`config.mk`:
```
export PLATFORM = sky130hd
export DESIGN_NAME = pong_game_ctrl
export DESIGN_NICKNAME = d
export VERILOG_FILES = /design/src/rtl/pong_pkg.sv /design/src/rtl/pong_paddle_ctrl.sv /design/src/rtl/pong_game_ctrl.sv
export SDC_FILE = /design/constraint.sdc
export NUM_CORES = 1
export LEC_CHECK = 0
export CORE_MARGIN = 4
export CORE_UTILIZATION = 42
export CTS_CLUSTER_DIAMETER = 150
export CTS_CLUSTER_SIZE = 30
export DETAILED_ROUTE_END_ITERATION = 8
export HOLD_SLACK_MARGIN = 0.1
export SETUP_SLACK_MARGIN = 0.15
export SLEW_MARGIN = 10
export SYNTH_ARGS = -nofsm -noshare
export SYNTH_HDL_FRONTEND = slang
export SYNTH_SLANG_ARGS = --single-unit
```
`constraint.sdc`:
```
create_clock -name pixel_clk -period 3.4 [get_ports pixel_clk]
set_input_delay 0.51 -clock pixel_clk [delete_from_list [all_inputs] [get_ports pixel_clk]]
set_output_delay 0.51 -clock pixel_clk [all_outputs]
set_load 0.03 [all_outputs]
```
`src/rtl/pong_pkg.sv`:
```
// Shared geometry, speeds and phase encoding for the Pong controller.
// Centre positions are derived so the ball and paddles start mid-screen.
package pong_pkg;
  localparam int SCREEN_W     = 640;
  localparam int SCREEN_H     = 480;
  localparam int BORDER       = 2;
  localparam int PADDLE_W     = 10;
  localparam int PADDLE_H     = 120;
  localparam int P1_X         = 20;
  localparam int P2_X         = 610;
  localparam int BALL_SIZE    = 8;
  localparam int BALL_SPEED   = 2;
  localparam int PADDLE_SPEED = 4;

  localparam int BALL_X0      = (SCREEN_W - BALL_SIZE) / 2;
  localparam int BALL_Y0      = (SCREEN_H - BALL_SIZE) / 2;
  localparam int PADDLE_Y0    = (SCREEN_H - PADDLE_H) / 2;
  localparam int PADDLE_Y_MIN = BORDER;
  localparam int PADDLE_Y_MAX = SCREEN_H - BORDER - PADDLE_H;

  typedef enum logic [1:0] {
    ST_SERVE,
    ST_PLAY,
    ST_POINT,
    ST_OVER
  } game_state_t;
endpackage

```
`src/rtl/pong_paddle_ctrl.sv`:
```
// One paddle: steps by PADDLE_SPEED per frame tick, clamped inside the borders.
// recenter wins over motion so a game restart always lands at the start height.
module pong_paddle_ctrl
  import pong_pkg::*;
(
  input  logic       pixel_clk,
  input  logic       rst_n,
  input  logic       tick,
  input  logic       en,
  input  logic       recenter,
  input  logic       up,
  input  logic       dn,
  output logic [9:0] y
);
  localparam logic signed [10:0] STEP  = 11'(PADDLE_SPEED);
  localparam logic signed [10:0] Y_MIN = 11'(PADDLE_Y_MIN);
  localparam logic signed [10:0] Y_MAX = 11'(PADDLE_Y_MAX);

  logic signed [10:0] y_step;
  logic [9:0]         y_next;

  always_comb begin
    y_step = $signed({1'b0, y});
    if (up && !dn)
      y_step = y_step - STEP;
    else if (dn && !up)
      y_step = y_step + STEP;

    if (y_step < Y_MIN)
      y_next = Y_MIN[9:0];
    else if (y_step > Y_MAX)
      y_next = Y_MAX[9:0];
    else
      y_next = y_step[9:0];
  end

  always_ff @(posedge pixel_clk or negedge rst_n) begin
    if (!rst_n)
      y <= 10'(PADDLE_Y0);
    else if (tick) begin
      if (recenter)
        y <= 10'(PADDLE_Y0);
      else if (en)
        y <= y_next;
    end
  end
endmodule

```
`src/rtl/pong_game_ctrl.sv`:
```
// Frame-rate Pong controller: all motion, scoring and phase changes happen on the
// V_visible falling edge. Define PONG_AI_P2_EN to let P2 chase the ball on its own.
module pong_game_ctrl
  import pong_pkg::*;
#(
  parameter int WIN_SCORE    = 9,
  parameter int SERVE_FRAMES = 60,
  parameter int POINT_FRAMES = 30
) (
  input  logic       pixel_clk,
  input  logic       rst_n,
  input  logic       V_visible,
  input  logic       p1_up,
  input  logic       p1_dn,
  input  logic       p2_up,
  input  logic       p2_dn,
  input  logic       serve,
  output logic [9:0] ball_x,
  output logic [9:0] ball_y,
  output logic [9:0] p1_y,
  output logic [9:0] p2_y,
  output logic [3:0] p1_score,
  output logic [3:0] p2_score,
  output logic       game_over
);
  localparam int CNT_MAX = (SERVE_FRAMES > POINT_FRAMES) ? SERVE_FRAMES : POINT_FRAMES;
  localparam int CNT_W   = $clog2(CNT_MAX + 1);

  localparam logic [CNT_W-1:0] SERVE_CNT  = CNT_W'(SERVE_FRAMES);
  localparam logic [CNT_W-1:0] POINT_LAST = CNT_W'(POINT_FRAMES - 1);
  localparam logic [3:0]       WIN        = 4'(WIN_SCORE);

  localparam logic signed [10:0] V_STEP   = 11'(BALL_SPEED);
  localparam logic signed [10:0] BSZ      = 11'(BALL_SIZE);
  localparam logic signed [10:0] PH       = 11'(PADDLE_H);
  localparam logic signed [10:0] TOP_Y    = 11'(BORDER);
  localparam logic signed [10:0] BOT_Y    = 11'(SCREEN_H - BORDER - BALL_SIZE);
  localparam logic signed [10:0] LEFT_X   = 11'(BORDER);
  localparam logic signed [10:0] RIGHT_X  = 11'(SCREEN_W - BORDER - BALL_SIZE);
  localparam logic signed [10:0] P1_LEFT  = 11'(P1_X);
  localparam logic signed [10:0] P1_FACE  = 11'(P1_X + PADDLE_W);
  localparam logic signed [10:0] P2_LEFT  = 11'(P2_X);
  localparam logic signed [10:0] P2_RIGHT = 11'(P2_X + PADDLE_W);
  localparam logic signed [10:0] P2_FACE  = 11'(P2_X - BALL_SIZE);

  logic               vvis_reg;
  logic               tick;
  game_state_t        state;
  logic [CNT_W-1:0]   frame_cnt;
  logic               vx_neg;
  logic               vy_neg;
  logic               serve_left;
  logic signed [10:0] nx, ny, by, p1s, p2s;
  logic               hit_p1, hit_p2, miss_l, miss_r;
  logic [1:0]         pad_up, pad_dn;
  logic [9:0]         pad_y [2];

  always_ff @(posedge pixel_clk or negedge rst_n) begin
    if (!rst_n)
      vvis_reg <= 1'b0;
    else
      vvis_reg <= V_visible;
  end

  assign tick = vvis_reg && !V_visible;

  assign pad_up[0] = p1_up;
  assign pad_dn[0] = p1_dn;
`ifdef PONG_AI_P2_EN
  // Compare ball centre against a +/-4 px dead band around the paddle centre.
  assign pad_up[1] = ({1'b0, ball_y} + 11'(BALL_SIZE / 2)) < ({1'b0, p2_y} + 11'(PADDLE_H / 2 - 4));
  assign pad_dn[1] = ({1'b0, ball_y} + 11'(BALL_SIZE / 2)) > ({1'b0, p2_y} + 11'(PADDLE_H / 2 + 4));
  logic unused_p2_buttons;
  assign unused_p2_buttons = p2_up ^ p2_dn;
`else
  assign pad_up[1] = p2_up;
  assign pad_dn[1] = p2_dn;
`endif

  generate
    for (genvar gi = 0; gi < 2; gi++) begin : g_paddle
      pong_paddle_ctrl u_paddle (
        .pixel_clk (pixel_clk),
        .rst_n     (rst_n),
        .tick      (tick),
        .en        (state != ST_OVER),
        .recenter  ((state == ST_OVER) && serve),
        .up        (pad_up[gi]),
        .dn        (pad_dn[gi]),
        .y         (pad_y[gi])
      );
    end
  endgenerate

  assign p1_y = pad_y[0];
  assign p2_y = pad_y[1];

  // Overlap tests use the paddle heights registered before this tick.
  assign by  = $signed({1'b0, ball_y});
  assign p1s = $signed({1'b0, p1_y});
  assign p2s = $signed({1'b0, p2_y});
  assign nx  = $signed({1'b0, ball_x}) + (vx_neg ? -V_STEP : V_STEP);
  assign ny  = by + (vy_neg ? -V_STEP : V_STEP);

  assign hit_p1 = vx_neg && (nx <= P1_FACE) && (nx + BSZ > P1_LEFT) &&
                  (by + BSZ > p1s) && (by < p1s + PH);
  assign hit_p2 = !vx_neg && (nx + BSZ >= P2_LEFT) && (nx < P2_RIGHT) &&
                  (by + BSZ > p2s) && (by < p2s + PH);
  assign miss_l = (nx < LEFT_X) && !hit_p1;
  assign miss_r = (nx > RIGHT_X) && !hit_p2;

  always_ff @(posedge pixel_clk or negedge rst_n) begin
    if (!rst_n) begin
      state      <= ST_SERVE;
      frame_cnt  <= '0;
      ball_x     <= 10'(BALL_X0);
      ball_y     <= 10'(BALL_Y0);
      vx_neg     <= 1'b0;
      vy_neg     <= 1'b0;
      serve_left <= 1'b0;
      p1_score   <= 4'd0;
      p2_score   <= 4'd0;
      game_over  <= 1'b0;
    end else if (tick) begin
      case (state)
        ST_SERVE: begin
          if (serve || (frame_cnt == SERVE_CNT)) begin
            state     <= ST_PLAY;
            frame_cnt <= '0;
            vx_neg    <= serve_left;
            vy_neg    <= 1'b0;
          end else begin
            frame_cnt <= frame_cnt + 1'b1;
          end
        end
        ST_PLAY: begin
          if (miss_l) begin
            state      <= ST_POINT;
            serve_left <= 1'b1;
            if (p2_score != WIN)
              p2_score <= p2_score + 4'd1;
          end else if (miss_r) begin
            state      <= ST_POINT;
            serve_left <= 1'b0;
            if (p1_score != WIN)
              p1_score <= p1_score + 4'd1;
          end else begin
            if (hit_p1) begin
              ball_x <= P1_FACE[9:0];
              vx_neg <= 1'b0;
            end else if (hit_p2) begin
              ball_x <= P2_FACE[9:0];
              vx_neg <= 1'b1;
            end else begin
              ball_x <= nx[9:0];
            end
            if (ny < TOP_Y) begin
              ball_y <= TOP_Y[9:0];
              vy_neg <= 1'b0;
            end else if (ny > BOT_Y) begin
              ball_y <= BOT_Y[9:0];
              vy_neg <= 1'b1;
            end else begin
              ball_y <= ny[9:0];
            end
          end
        end
        ST_POINT: begin
          if (frame_cnt == POINT_LAST) begin
            frame_cnt <= '0;
            ball_x    <= 10'(BALL_X0);
            ball_y    <= 10'(BALL_Y0);
            if ((p1_score == WIN) || (p2_score == WIN)) begin
              state     <= ST_OVER;
              game_over <= 1'b1;
            end else begin
              state <= ST_SERVE;
            end
          end else begin
            frame_cnt <= frame_cnt + 1'b1;
          end
        end
        default: begin
          if (serve) begin
            state     <= ST_SERVE;
            frame_cnt <= '0;
            p1_score  <= 4'd0;
            p2_score  <= 4'd0;
            game_over <= 1'b0;
          end
        end
      endcase
    end
  end
endmodule

```
==> flow_summary.toml, run 1 <==
[status]
outcome = "finished, final reports clean"

[logic_synthesis]
yosys_register_bits = 57
yosys.area.top_type = "dfrtp_1"
ys.flop_type = "dfrtp_1"
synth_edf_count = 0
synth_top_cells_by_area = "dfrtp_1 (17%), ha_1 (16%), dfstp_2 (8.0%)"
ys_async_sr_fraction = 1.00
synth_cell_type_count = 85
synth_warnings = 0
synth_seq_area_share = 0.246
syn_area_mm2 = 0.00588
avgSynthCellArea_um2 = 8.63
yosysTopAreaCellShare = 0.166
syn_inst = 681

[placement]
io_buffers = 52
gp_congestion = 0.965
dp_hpwl_um = 12500

[setup_path]
start_kind = "register"
crit_arrival_ns = 3.33
required_ns = 3.61
ff2ff_path_depth = 10
end_kind = "register"
cp_max_fo = 22
path_class = "register to register"

[clock_tree]
path_clk_slew_ns = 0.05
htreeDepth = 3
clk_latency_ns = 0.33
cts-root-buf = "clkbuf_16"
cts_made_buffers = 9
cts_hold_buf = 0
cts_sinks = 57
cts_tree = "built"
clk_path_buf_depth = 2

[timing]
post-route-period-util = 0.918
worstMarginPinSlew_ns = 0.710
fin_tns_setup_ns = 0
rsz0062_at_grt = "false"
slew_headroom = 0.527
fmax_mhz = 320
finalCriticalPeriod_ns = 3.12
fin_skew_ns = 0.00977
finalMaxSlewViolations = 0
setup_viol = 0
hold_viol = 0

[floorplanning]
fp.coreArea_mm2 = 0.0135
die_area_mm2 = 0.0160
dieHeight_um = 126
chipWidth_um = 126
row_count = 42
boundaryPins = 57
start_util = 0.437

[global_routing]
grt_usage = 0.203
grt_overflow = 0
antenna_found_initial = 0
grt_pass1_vias = 5309
grt_pass1_wl_um = 26800
grt_max_degree = 30

[drt]
wl_um = 16300
vias = 5549
drtIter0Drc = 371
wl_per_cell_um = 17.5
drtPass1Iterations = 5
via_per_inst = 5.93
route.detailed.drc = 0
antenna_left = 0

[layout]
final_nets = 841
drive_above_1_share = 0.128
largest_reg_flops = 18
num_antenna_cells = 0
reg_top3 = "g_paddle.u_paddle.y: 18 flops, ball_x: 9 flops, ball_y: 9 flops"
area_delta_synth_final_pct = 19.8
layout_commonest_cell = "ha_1"
layout_common_cells = "ha_1 (76), nor2_1 (56), clkdlybuf4s50_1 (51)"
regMostFlops = "g_paddle.u_paddle.y"

[flow_run]
max_cap_violations = 0

[worst_hold_path]
min_path_type = "primary input to async pin"
==> cell usage after synthesis (all sizes together) (3+ instances only) <==
cell type and instances:
a31oi 10, dfstp 18, o2111ai 3, o221ai 3, mux2 6, or2 5, mux2i 4, a211oi 6
a22oi 4, o31ai 9, a21oi 39, a31o 4, a41oi 7, xor2 8, or3 3, o21ai 47
o21a 12, nand3b 4, a32oi 3, dfrtp 39, nand2b 13, nor4 6, buf 10, or4 6
o211ai 8, nor3b 3, clkbuf 11, and2 4, inv 40, nand4 13, nor3 19, nor2 56
nand2 42, o22ai 4, a21o 11, nor2b 12, and3 10, o211a 3, o221a 3, a2111oi 5
xnor2 39, ha 76, nand3 21
==> critical path, cell delays in order, from the launching register on <==
cell	delay, ns
dfstp_2	0.57
inv_1	0.07
fa_1	0.49
xor2_1	0.20
or4_1	0.40
o21ai_0	0.15
and3_1	0.31
o211ai_2	0.11
o2111a_1	0.19
buf_6	0.17
mux2_1	0.33
==> final cells by class <==
| type | count | area (um2) |
|---|---|---|
| fillers | 1265 | 6410 |
| repair buffers | 81 | 737 |
| multi-input cells | 565 | 4210 |
| clock buffers | 13 | 250 |
| flip-flops and latches | 57 | 1450 |
| well taps | 176 | 220 |
| inverters | 41 | 154 |
| clock inverters | 3 | 17.5 |
==> kinds of logic after synthesis <==
group                    after synthesis  synth area share
multiplexers                          10            0.0183
flip-flops                            57             0.246
adder cells (fa/ha/maj)               78             0.169
buffers and inverters                 62            0.0479
AO/OA/AOI/OAI                        200             0.242
other                                  1          0.000638
AND/OR/NAND/NOR                      226             0.205
XOR/XNOR                              47            0.0713
==> stage by stage <==
| step | worst slack, ns | hold slack [ns] | cells | utilization | instance area [um2] |
|---|---|---|---|---|---|
| 6_report | 0.279 | 0.223 | 936 | 0.524 | 7040 |
| 5_1_grt | 0.141 | 0.274 | 936 | 0.524 | 7040 |
| 4_1_cts | 0.166 | 0.236 | 926 | 0.513 | 6910 |
| 3_5_place_dp | 0.195 | 0.482 | 910 | 0.494 | 6640 |
| 3_3_place_gp | 0.266 | 0.491 | 910 | 0.494 | 6640 |
| 2_1_floorplan | 0.324 | 0.214 | 684 | - | 5890 |
==> worst paths after layout <==
path | startpoint | end | slack [ns]
hold reg to reg | frame_cnt[5] | frame_cnt[5] | 0.50
setup / recovery | ball_x[2] | ball_y[4] | 0.28
min in group pixel_clk | frame_cnt[5] | frame_cnt[5] | 0.50
max in group asynchronous | rst_n | g_paddle[1].u_paddle.y[4] | 2.28
hold / removal | rst_n | g_paddle[0].u_paddle.y[6] | 0.22
setup reg to reg | ball_x[2] | ball_y[4] | 0.28
==> routing by layer <==
metal,part of all wire,track usage,vias to the layer above
met4,0.017,0.0606,0
met1,0.47,0.276,2708
met5,0,0,-
li1,-,-,2666
met2,0.47,0.329,152
met3,0.043,0.0387,23
==> repair_timing <==
action                     CTS  global route
setup endpoints to repair    0            24
setup buffers                0            10
resized for setup            0            15
Power of run 1 is left out: the tool's default activity adds up to more than one toggle a clock period on the data nets, which glitch-free logic cannot reach.
==> run 2, diff against run 1 <==
==> constraint.sdc (replaced) <==
create_clock -name pixel_clk -period 2.9 [get_ports pixel_clk]
set_input_delay 0.435 -clock pixel_clk [delete_from_list [all_inputs] [get_ports pixel_clk]]
set_output_delay 0.435 -clock pixel_clk [all_outputs]
set_load 0.03 [all_outputs]
==> flow_summary.toml, run 2 (synthesis results as in run 1) <==
[status]
outcome = "finished, violations left"
violations = "negative setup slack"

[layout]
regMostFlops = "g_paddle.u_paddle.y"
drive_above_1_share = 0.281
num_antenna_cells = 0
design_area_mm2 = 0.00809
reg_top3 = "g_paddle.u_paddle.y: 18 flops, ball_x: 9 flops, ball_y: 9 flops"
layout_common_cells = "buf_4 (101), ha_1 (70), nor2_1 (56)"
area_delta_synth_final_pct = 37.7
fillers = 1218
stdcell_count = 1016
final_nets = 921
largest_reg_flops = 18
layout_commonest_cell = "buf_4"

[clock_tree]
clk_latency_ns = 0.34
cts_sinks = 57
cts-root-buf = "clkbuf_16"
htreeDepth = 3
clk_path_buf_depth = 2
cts_tree = "built"
cts_made_buffers = 9
path_clk_slew_ns = 0.05

[global_routing]
grt_overflow = 0
grt_pass1_wl_um = 29800
grt_pass1_vias = 5951
grt_max_degree = 58
antenna_found_initial = 0
use_met1 = 0.294
grt_usage = 0.228
met2_usage = 0.387
use_met3 = 0.0378
grt-busiest-layer = "met2"

[drt]
wl_um = 18100
wl_per_cell_um = 17.8
antenna_left = 0
vias = 5833
drtIter0Drc = 413
drtPass1Iterations = 5
via_per_inst = 5.74
route.detailed.drc = 0

[timing]
setup_viol = 4
fin_ws_ns = -0.0205
hold-worst-slack_ns = 0.100
fin_skew_ns = 0.00828
worstMarginPinSlew_ns = 1.00
fin_tns_setup_ns = -0.0497
finalCriticalPeriod_ns = 2.92
hold_viol = 0
finalMaxSlewViolations = 0
post-route-period-util = 1.01
rsz0062_at_grt = "true"
fmax_mhz = 342
slew_headroom = 0.327

[setup_path]
crit_slowest_cell = "dfrtp_2"
cp_common_cell = "buf_4"
reg2reg_to = "ball_y[8]"
ff2ff_path_depth = 10
r2r_slack_ns = -0.02
cp.depth = 10
end_kind = "register"
endpoint = "ball_y[8]"
start_kind = "register"
path_class = "register to register"
cp_max_fo = 25
slowest_delay_ns = 0.47
r2r-start = "vx_neg"
required_ns = 3.11
path_buf_inv = 3
startpoint = "vx_neg"
crit_arrival_ns = 3.14
cp_cell_sequence = "buf_4 -> ha_4 -> a21o_1 -> a221o_1 -> buf_4 -> nor4b_4 -> nand4_1 -> o2111a_2 -> buf_12 -> mux2_1"
crit_family = "compound AO/OA/AOI/OAI gates"

[floorplanning]
boundaryPins = 57
row_count = 42
chipWidth_um = 126
start_util = 0.437
die_area_mm2 = 0.0160
dieHeight_um = 126
fp.coreArea_mm2 = 0.0135

[worst_hold_path]
min_path_type = "primary input to async pin"

[placement]
place_area_mm2 = 0.00733
dp_hpwl_um = 13900
placedCellCount = 987
gp_congestion = 0.884
io_buffers = 52

[flow_run]
max_cap_violations = 0
-- run 2: worst min-delay path by stage --
stage                     start                   endpoint  cells past startpoint
after floorplan           rst_n                  ball_x[1]                      0
after global placement    rst_n  g_paddle[0].u_paddle.y[8]                      2
after detailed placement  rst_n  g_paddle[0].u_paddle.y[8]                      2
after CTS                 rst_n  g_paddle[1].u_paddle.y[8]                      2
after global routing      rst_n  g_paddle[0].u_paddle.y[8]                      2
final                     rst_n  g_paddle[0].u_paddle.y[8]                      2
-- run 2: cell type report --
| class | count | area (um2) | share of cell area |
|---|---|---|---|
| Multi-Input combinational cell | 565 | 4590 | 0.567 |
| Timing Repair Buffer | 161 | 1380 | 0.171 |
| Tap cell | 176 | 220 | 0.0272 |
| Clock inverter | 4 | 45.0 | 0.00557 |
| Inverter | 41 | 159 | 0.0196 |
| Clock buffer | 12 | 246 | 0.0305 |
| Sequential cell | 57 | 1450 | 0.180 |
-- run 2: layer usage --
| metal | wire [um] | vias to the layer above |
|---|---|---|
| met2 | 8750 | 145 |
| met3 | 853 | 32 |
| met5 | 0 | - |
| met1 | 8120 | 2828 |
| li1 | - | 2828 |
| met4 | 408 | 0 |
-- run 2: metrics by stage --
stage                      util  worst slack, ns
after floorplan               -           0.0729
after global routing      0.602           -0.141
after detailed placement  0.545           -0.147
final                     0.602          -0.0205
after global placement    0.545           -0.120
after CTS                 0.581          0.00155
-- run 2: what timing repair did --
action                                  4_1_cts  5_1_grt
hold buffers                                  0        0
gates cloned                                  0        0
endpoints found under the setup margin       31       38
buffers inserted                              8        5
gates resized for setup                      29       49
pin swaps                                    16       15
Power of run 2 is left out for the same reason.
==> run 3, diff against run 2 <==
--- a/config.mk
+++ b/config.mk
@@ -6,11 +6,12 @@
 export NUM_CORES = 1
 export LEC_CHECK = 0
 export CORE_MARGIN = 4
-export CORE_UTILIZATION = 42
+export CORE_UTILIZATION = 50
 export CTS_CLUSTER_DIAMETER = 150
 export CTS_CLUSTER_SIZE = 30
 export DETAILED_ROUTE_END_ITERATION = 8
 export HOLD_SLACK_MARGIN = 0.1
+export PLACE_DENSITY = 0.71
 export SETUP_SLACK_MARGIN = 0.15
 export SLEW_MARGIN = 10
 export SYNTH_ARGS = -nofsm -noshare
==> flow_summary.toml, run 3 (synthesis results as in run 1) <==
[status]
outcome = "finished, violations left"
violations = "negative setup slack"

[placement]
placedCellCount = 935
dp_hpwl_um = 13000
gp_congestion = 0.902
place_area_mm2 = 0.00714
io_buffers = 52

[layout]
fillers = 893
drive_above_1_share = 0.273
area_delta_synth_final_pct = 36.0
stdcell_count = 968
design_area_mm2 = 0.00799
reg_top3 = "g_paddle.u_paddle.y: 18 flops, ball_x: 9 flops, ball_y: 9 flops"
largest_reg_flops = 18
regMostFlops = "g_paddle.u_paddle.y"
layout_commonest_cell = "buf_4"
layout_common_cells = "buf_4 (85), ha_1 (68), nor2_1 (51), clkdlybuf4s50_1 (51), nand2_1 (41)"
final_nets = 906
num_antenna_cells = 0

[clock_tree]
htreeDepth = 3
clk_latency_ns = 0.34
clk_path_buf_depth = 2
cts_hold_buf = 0
cts-root-buf = "clkbuf_16"
cts_made_buffers = 9
cts_sinks = 57
path_clk_slew_ns = 0.05
cts_tree = "built"

[drt]
drtIter0Drc = 541
via_per_inst = 6.20
drtPass1Iterations = 5
wl_per_cell_um = 18.6
route.detailed.drc = 0
wl_um = 18000
antenna_left = 0
vias = 5997

[setup_path]
r2r_slack_ns = -0.09
cp_max_fo = 6
required_ns = 3.12
cp_cell_sequence = "inv_2 -> fa_2 -> nor2b_4 -> o211ai_1 -> a31o_2 -> xnor2_4 -> o211ai_2 -> o2111a_2 -> clkbuf_16 -> mux2_4"
end_kind = "register"
ff2ff_path_depth = 10
r2r-start = "ball_x[2]"
crit_slowest_cell = "dfstp_2"
start_kind = "register"
reg2reg_to = "ball_x[9]"
path_class = "register to register"
slowest_delay_ns = 0.58
crit_arrival_ns = 3.21

[global_routing]
grt_overflow = 0
antenna_found_initial = 0
grt_pass1_wl_um = 28500
grt_pass1_vias = 5809
grt_usage = 0.261
grt_max_degree = 32

[floorplanning]
chipWidth_um = 116
start_util = 0.513
fp.coreArea_mm2 = 0.0115
boundaryPins = 57
die_area_mm2 = 0.0136
dieHeight_um = 116
row_count = 39

[timing]
worstMarginPinSlew_ns = 0.854
slew_headroom = 0.427
fmax_mhz = 335
finalCriticalPeriod_ns = 2.99
fin_ws_ns = -0.0893
finalMaxSlewViolations = 0
hold_viol = 0
rsz0062_at_grt = "true"
fin_skew_ns = 0.00724
post-route-period-util = 1.03
setup_viol = 16
hold-worst-slack_ns = 0.168
fin_tns_setup_ns = -0.907

[worst_hold_path]
min_path_type = "primary input to async pin"

[flow_run]
max_cap_violations = 0
run 3: changes by cell type in the layout (fill, tap and decap cells not counted), sizes merged:
cell,before,now
bufinv,1,3
buf,110,93
run 3: critical path, delay by kind of cell, from the launching register on:
family	cells	cell delay (ns)
compound gates	4	0.91
flops	1	0.58
fa+ha+maj	1	0.41
xor+xnor	1	0.29
mux	1	0.29
buf+inv	2	0.23
simple gates	1	0.16
run 3: per-stage QoR:
step	util	worst slack [ns]
4_1_cts	0.662	-0.0344
3_3_place_gp	0.623	-0.0384
2_1_floorplan	-	0.0729
5_1_grt	0.697	-0.215
3_5_place_dp	0.623	-0.0957
6_report	0.697	-0.0893
run 3: routing by layer:
layer,track usage,up-vias,share of wire
met3,0.0482,62,0.066
met1,0.339,2876,0.42
li1,-,2806,-
met2,0.432,253,0.47
met4,0.0967,0,0.034
met5,0,-,0
run 3: what timing repair did:
action	CTS	global route
resized for setup	13	61
hold endpoints to repair	0	0
cloned	0	2
setup buffers	7	8
pin swaps	5	19
endpoints found under the setup margin	34	39
run 3: final cells by class:
| class | instances | area (um2) | area share |
|---|---|---|---|
| Inverter | 41 | 156 | 0.0196 |
| Timing Repair Buffer | 146 | 1300 | 0.163 |
| Tap cell | 143 | 179 | 0.0224 |
| Clock inverter | 6 | 105 | 0.0131 |
| Sequential cell | 57 | 1450 | 0.182 |
| Multi-Input combinational cell | 565 | 4560 | 0.571 |
| Clock buffer | 10 | 239 | 0.0299 |
run 3: worst max path at each step:
stage | from | end
6_report | ball_x[2] | ball_x[9]
5_1_grt | vx_neg | ball_y[3]
4_1_cts | vx_neg | ball_x[1]
3_5_place_dp | vx_neg | vy_neg
3_3_place_gp | vx_neg | vy_neg
2_1_floorplan | ball_x[5] | ball_x[1]
Power of run 3 is left out for the same reason.
